===== config.mk =====
export PLATFORM = sky130hd
export DESIGN_NAME = astar_open_list
export DESIGN_NICKNAME = d
export VERILOG_FILES = /design/src/rtl/astar_open_list.sv
export SDC_FILE = /design/constraint.sdc
export NUM_CORES = 2
export LEC_CHECK = 0
export CORE_MARGIN = 1.5
export CORE_UTILIZATION = 30
export DETAILED_ROUTE_END_ITERATION = 8
export GPL_TIMING_DRIVEN = 0
export PLACE_DENSITY = 0.44
export SLEW_MARGIN = 30
export SYNTH_ARGS = -nofsm -noshare
export SYNTH_HDL_FRONTEND = slang
export SYNTH_SLANG_ARGS = --single-unit

===== constraint.sdc =====
create_clock -name sync -period 18.3 [get_ports sync]
set_input_delay 2.745 -clock sync [delete_from_list [all_inputs] [get_ports sync]]
set_output_delay 2.745 -clock sync [all_outputs]
set_load 0.02 [all_outputs]

===== src/rtl/astar_open_list.sv =====
// Sorted open list for the A* engine: DEPTH entries kept in ascending f-cost order, minimum at slot 0.
// Optional duplicate-node merging is enabled by defining ASTAR_OPEN_DEDUP_EN.
module astar_open_list #(
    parameter int COST_W = 12,
    parameter int NODE_W = 10,
    parameter int DEPTH  = 16,
    parameter int CNT_W  = $clog2(DEPTH + 1)
) (
    input  logic              sync,
    input  logic              reset,
    input  logic              flush,
    input  logic              ins_en,
    input  logic [COST_W-1:0] ins_cost,
    input  logic [NODE_W-1:0] ins_node,
    input  logic              pop_en,
    output logic              head_valid,
    output logic [COST_W-1:0] head_cost,
    output logic [NODE_W-1:0] head_node,
    output logic [CNT_W-1:0]  count,
    output logic              empty,
    output logic              full,
    output logic              drop,
    output logic [NODE_W-1:0] drop_node,
    output logic              dup_hit
);

    typedef struct packed {
        logic              valid;
        logic [COST_W-1:0] cost;
        logic [NODE_W-1:0] node;
    } entry_t;

    localparam logic [CNT_W-1:0] DEPTH_C = CNT_W'(DEPTH);

    entry_t            slot_q [DEPTH];
    entry_t            slot_d [DEPTH];
    logic [CNT_W-1:0]  count_q, count_d;
    logic              empty_q, empty_d;
    logic              full_q, full_d;
    logic              drop_q, drop_d;
    logic [NODE_W-1:0] drop_node_q, drop_node_d;
    logic              dup_hit_q, dup_hit_d;

    entry_t            post_pop [DEPTH];
    entry_t            base [DEPTH];
    entry_t            new_entry;
    logic [DEPTH-1:0]  le;
    logic [CNT_W-1:0]  cnt_p, cnt_base;
    logic              do_pop, do_ins, base_full;
`ifdef ASTAR_OPEN_DEDUP_EN
    logic              match_any;
    logic              seen;
    logic [COST_W-1:0] match_cost;
`endif

    // ins_en and pop_en are fire-and-forget requests: each is taken on every rising edge, there is no ready.
    always_comb begin
        do_pop = pop_en && slot_q[0].valid;
        cnt_p  = count_q;
        for (int i = 0; i < DEPTH; i++) post_pop[i] = slot_q[i];
        if (do_pop) begin
            for (int i = 0; i < DEPTH - 1; i++) post_pop[i] = slot_q[i + 1];
            post_pop[DEPTH-1] = '0;
            cnt_p = count_q - CNT_W'(1);
        end

        for (int i = 0; i < DEPTH; i++) base[i] = post_pop[i];
        cnt_base  = cnt_p;
        do_ins    = ins_en;
        dup_hit_d = 1'b0;

`ifdef ASTAR_OPEN_DEDUP_EN
        match_any  = 1'b0;
        match_cost = '0;
        seen       = 1'b0;
        for (int i = 0; i < DEPTH; i++) begin
            if (!match_any && post_pop[i].valid && (post_pop[i].node == ins_node)) begin
                match_any  = 1'b1;
                match_cost = post_pop[i].cost;
            end
        end
        if (ins_en && match_any) begin
            dup_hit_d = 1'b1;
            if (ins_cost < match_cost) begin
                // Close the gap left by the stale entry; the last slot is always freed.
                for (int i = 0; i < DEPTH - 1; i++) begin
                    if (!seen && post_pop[i].valid && (post_pop[i].node == ins_node)) seen = 1'b1;
                    if (seen) base[i] = post_pop[i + 1];
                end
                base[DEPTH-1] = '0;
                cnt_base = cnt_p - CNT_W'(1);
            end else begin
                do_ins = 1'b0;
            end
        end
`endif

        new_entry.valid = 1'b1;
        new_entry.cost  = ins_cost;
        new_entry.node  = ins_node;
        base_full = (cnt_base == DEPTH_C);
        // le is a prefix mask: slots that stay ahead of the new entry (ties keep FIFO order).
        for (int i = 0; i < DEPTH; i++) le[i] = base[i].valid && (base[i].cost <= ins_cost);

        for (int i = 0; i < DEPTH; i++) slot_d[i] = base[i];
        count_d     = cnt_base;
        drop_d      = 1'b0;
        drop_node_d = '0;

        if (do_ins) begin
            if (base_full && le[DEPTH-1]) begin
                drop_d      = 1'b1;
                drop_node_d = ins_node;
            end else begin
                if (base_full) begin
                    drop_d      = 1'b1;
                    drop_node_d = base[DEPTH-1].node;
                end else begin
                    count_d = cnt_base + CNT_W'(1);
                end
                if (!le[0]) slot_d[0] = new_entry;
                for (int i = 1; i < DEPTH; i++) begin
                    if (!le[i]) slot_d[i] = le[i-1] ? new_entry : base[i-1];
                end
            end
        end

        if (flush) begin
            for (int i = 0; i < DEPTH; i++) slot_d[i] = '0;
            count_d     = '0;
            drop_d      = 1'b0;
            drop_node_d = '0;
            dup_hit_d   = 1'b0;
        end

        empty_d = (count_d == '0);
        full_d  = (count_d == DEPTH_C);
    end

    always_ff @(posedge sync or posedge reset) begin
        if (reset) begin
            for (int i = 0; i < DEPTH; i++) slot_q[i] <= '0;
            count_q     <= '0;
            empty_q     <= 1'b1;
            full_q      <= 1'b0;
            drop_q      <= 1'b0;
            drop_node_q <= '0;
            dup_hit_q   <= 1'b0;
        end else begin
            for (int i = 0; i < DEPTH; i++) slot_q[i] <= slot_d[i];
            count_q     <= count_d;
            empty_q     <= empty_d;
            full_q      <= full_d;
            drop_q      <= drop_d;
            drop_node_q <= drop_node_d;
            dup_hit_q   <= dup_hit_d;
        end
    end

    assign head_valid = slot_q[0].valid;
    assign head_cost  = slot_q[0].cost;
    assign head_node  = slot_q[0].node;
    assign count      = count_q;
    assign empty      = empty_q;
    assign full       = full_q;
    assign drop       = drop_q;
    assign drop_node  = drop_node_q;
    assign dup_hit    = dup_hit_q;

endmodule

==> impl_metrics.json <==
{
  "slew-limit-headroom_pct": 29.6,
  "cp-end-kind": "flip-flop",
  "reg2reg_depth": 17,
  "cts_sinks": 386,
  "syn_area_um2": 27900,
  "synth_compound_area_share_pct": 23.0,
  "track_usage_pct": 27.9,
  "rsz0062_at_grt": "false",
  "final_max_slew_viol_count": 0,
  "fin_area_um2": 32100,
  "synth_top_family_by_area": "compound AO/OA/AOI/OAI gates",
  "synth-xor-area-share_pct": 0.188,
  "die_area_um2": 94900,
  "tns_ps": 0,
  "hp-class": "reg -> reg",
  "yosysTopAreaCell": "dfrtp_1",
  "tightestPinTransition_ps": 1060,
  "multi_input_area_um2": 16600,
  "power.leakage_nw": 14.6,
  "syn_nets": 3753,
  "critPathArrivalTime_ps": 9870,
  "cp_slowest_cell": "clkbuf_1",
  "synth_top_area_share_pct": 34.5,
  "dieHeight_um": 308,
  "synthAdderAreaFrac_pct": 8.74,
  "drtIter0Drc": 2687,
  "async_flop_share_pct": 100,
  "status": "complete, no violations",
  "clk_path_buf_depth": 3,
  "cts_htree_levels": 2,
  "fillers": 9833,
  "syn2layout_area_growth_pct": 14.9,
  "wl_per_cell_um": 27.2,
  "peakVddDrop_mv": 0.0619,
  "cts_made_buffers": 49,
  "cts_repair_resize_count": 0,
  "start_kind": "input port",
  "overflow": 0,
  "period_share_pct": 51.0,
  "synth_area_leaders": "dfrtp_1, nand2_1, ha_1",
  "fin_nets": 3878,
  "fp-row-count": 111,
  "cap_viol_max_count": 0,
  "drive_above_1_share_pct": 7.80,
  "power.density_nw_per_um2": 85.6,
  "yosysSeqAreaShare_pct": 34.6,
  "fmax_mhz": 107,
  "grt_start_max_net_pins": 68,
  "clkLatencyLatePin_ps": 630,
  "synth-edff-count": 0,
  "hold_violations": 0,
  "port_buffers": 64,
  "vias": 27600,
  "synth_area_per_cell_um2": 7.91,
  "worstSetupPathType": "in -> reg",
  "root_buffer": "clkbuf_16",
  "grt_pass1_wl_mm": 194,
  "dpl.hpwl_mm": 102,
  "synth_ff_type": "dfrtp_1",
  "ios": 69,
  "cpPeakStageDelay_ps": 740,
  "clk_pin_slew_ps": 60,
  "ys_types": 78,
  "worstPathMaxFanout": 11,
  "fin_crit_ps": 9340,
  "ant_nets": 0,
  "drt-pass1-iter-count": 6,
  "routed_wl_mm": 134,
  "gp_congestion": 0.925,
  "ctsHoldBuffers": 0,
  "min_path_cells": 2,
  "skew_ps": 31.5,
  "cts_setup_buffers": 0,
  "register_area_um2": 9660,
  "synth_cells": 3531,
  "start_util_pct": 30.4,
  "die_w_um": 308,
  "synth-simple-area-share_pct": 19.9,
  "coreArea_um2": 91900,
  "grt_pass1_vias": 27100,
  "route.detailed.drc": 0,
  "post_synth_mux_area_share_pct": 7.55,
  "setup_viol_count_final": 0,
  "crit_required_ps": 18840,
  "post_dp_cell_area_um2": 30400,
  "ys_ff_latch": 386,
  "cts_tree": "yes",
  "routed_via_density": 5.60,
  "antenna_found_initial": 4,
  "ys_warn_count": 0,
  "crit_path_cell_trace": "clkdlybuf4s50_1, nand2_1, buf_2, buf_2, buf_1, clkbuf_2, clkbuf_1, and2_1, ha_1, nand4_1, a211oi_1, o41a_1, buf_2, o21a_1, clkbuf_1, clkbuf_1, nand4_1, o211ai_1"
}
==> placed cells by master (no fill, tap or decap), types with 10 or more instances in the layout <==
cell type	instances
o211ai_1	89
clkdlybuf4s50_1	63
a211oi_2	13
nor2_1	123
clkbuf_2	23
a31oi_1	14
inv_1	44
o32ai_1	29
mux2_2	10
o2111ai_1	12
nand3_1	40
a32o_1	11
a311oi_1	34
dfrtp_1	385
nor2b_1	34
buf_4	27
o31ai_2	10
buf_1	25
or3_1	10
o22ai_1	56
ha_1	195
a221o_1	12
or2_2	19
clkbuf_8	18
nand2_1	992
a211oi_1	31
nor3_1	24
and2_1	15
nand4_1	53
buf_16	10
mux2i_1	198
o21ai_0	247
buf_2	61
clkbuf_1	197
o41ai_1	12
a21o_1	45
a21oi_1	328
clkbuf_16	50
inv_2	11
==> cells by family after synthesis <==
group	count (synthesis)
AOI/OAI and AO/OA	1009
DFF	386
xor gates and xnor gates	6
and+or+nand+nor	1340
buffers and inverters	385
muxes	209
other	1
adders and majority gates	195
==> layout make-up <==
type                    count  share of cell area [%]
well taps                1243                    4.85
clock buffers              78                    4.79
repair buffers             74                    2.84
inverters                  57                   0.694
plain buffers             328                    4.62
clock inverters            11                   0.363
multi-input cells        2760                    51.7
diodes                      1                 0.00780
flip-flops and latches    386                    30.1
==> synthesized netlist by cell type (all sizes together), types with 56 or more instances <==
cell type	number
a21oi	328
buf	118
clkbuf	210
dfrtp	385
ha	195
inv	56
mux2i	199
nand2	992
nor2	124
o211ai	92
o21ai	255
o22ai	56
==> through the flow <==
stage / instances / setup slack (ps) / hold slack (ps) / power [W] / utilization (%)
after floorplan: 3531 / 4830 / 463 / 0.00143 / -
after global placement: 4838 / -1580 / 491 / 0.00171 / 32.8
after detailed placement: 4848 / 8540 / 496 / 0.00172 / 33.1
after CTS: 4937 / 9160 / 510 / 0.00275 / 34.9
after global routing: 4937 / 8800 / 552 / 0.00285 / 34.9
final: 4938 / 8960 / 510 / 0.00275 / 34.9
==> power breakdown <==
part	internal [W]	switching (W)	leakage, nW
Sequential	0.000922	0.0000552	5.23
Combinational	0.000234	0.000507	8.53
Clock	0.000600	0.000428	0.824
Total	0.00176	0.000990	14.6
==> layer usage <==
| metal | routed length, µm | track usage (%) | part of all wire (%) | vias up |
|---|---|---|---|---|
| met5 | 0 | 0 | 0 | - |
| met4 | 4120 | 8.49 | 3.1 | 0 |
| met3 | 8920 | 4.28 | 6.6 | 194 |
| met2 | 60200 | 44.3 | 45 | 1054 |
| met1 | 61200 | 38.8 | 46 | 13600 |
| li1 | - | - | - | 12800 |
==> worst max-delay path, delay by kind of cell <==
kind | cells | cell delay [ps]
buffers and inverters | 9 | 4970
AND/OR/NAND/NOR | 4 | 1040
AO/OA/AOI/OAI | 4 | 920
adder cells (fa/ha/maj) | 1 | 140
==> flip-flops by register name, summed over array words and instances, names as in the netlist <==
signal and cells:
drop 1, full 1, head_valid 1, count 5
empty 1, head_node 10, head_cost 12, drop_node 10
slot_q 345
==> path summary, 6_finish.rpt <==
kind / start / to / slack [ps]
worst max-delay path: pop_en / slot_q[51] / 8960
worst min-delay path: slot_q[13] / slot_q[13] / 510
worst max register to register: head_valid / slot_q[51] / 11260
worst min register to register: slot_q[13] / slot_q[13] / 510
max in group asynchronous: reset / slot_q[163] / 14660
min in group asynchronous: reset / head_cost[5] / 2530
(Power assumes the default switching activity.)
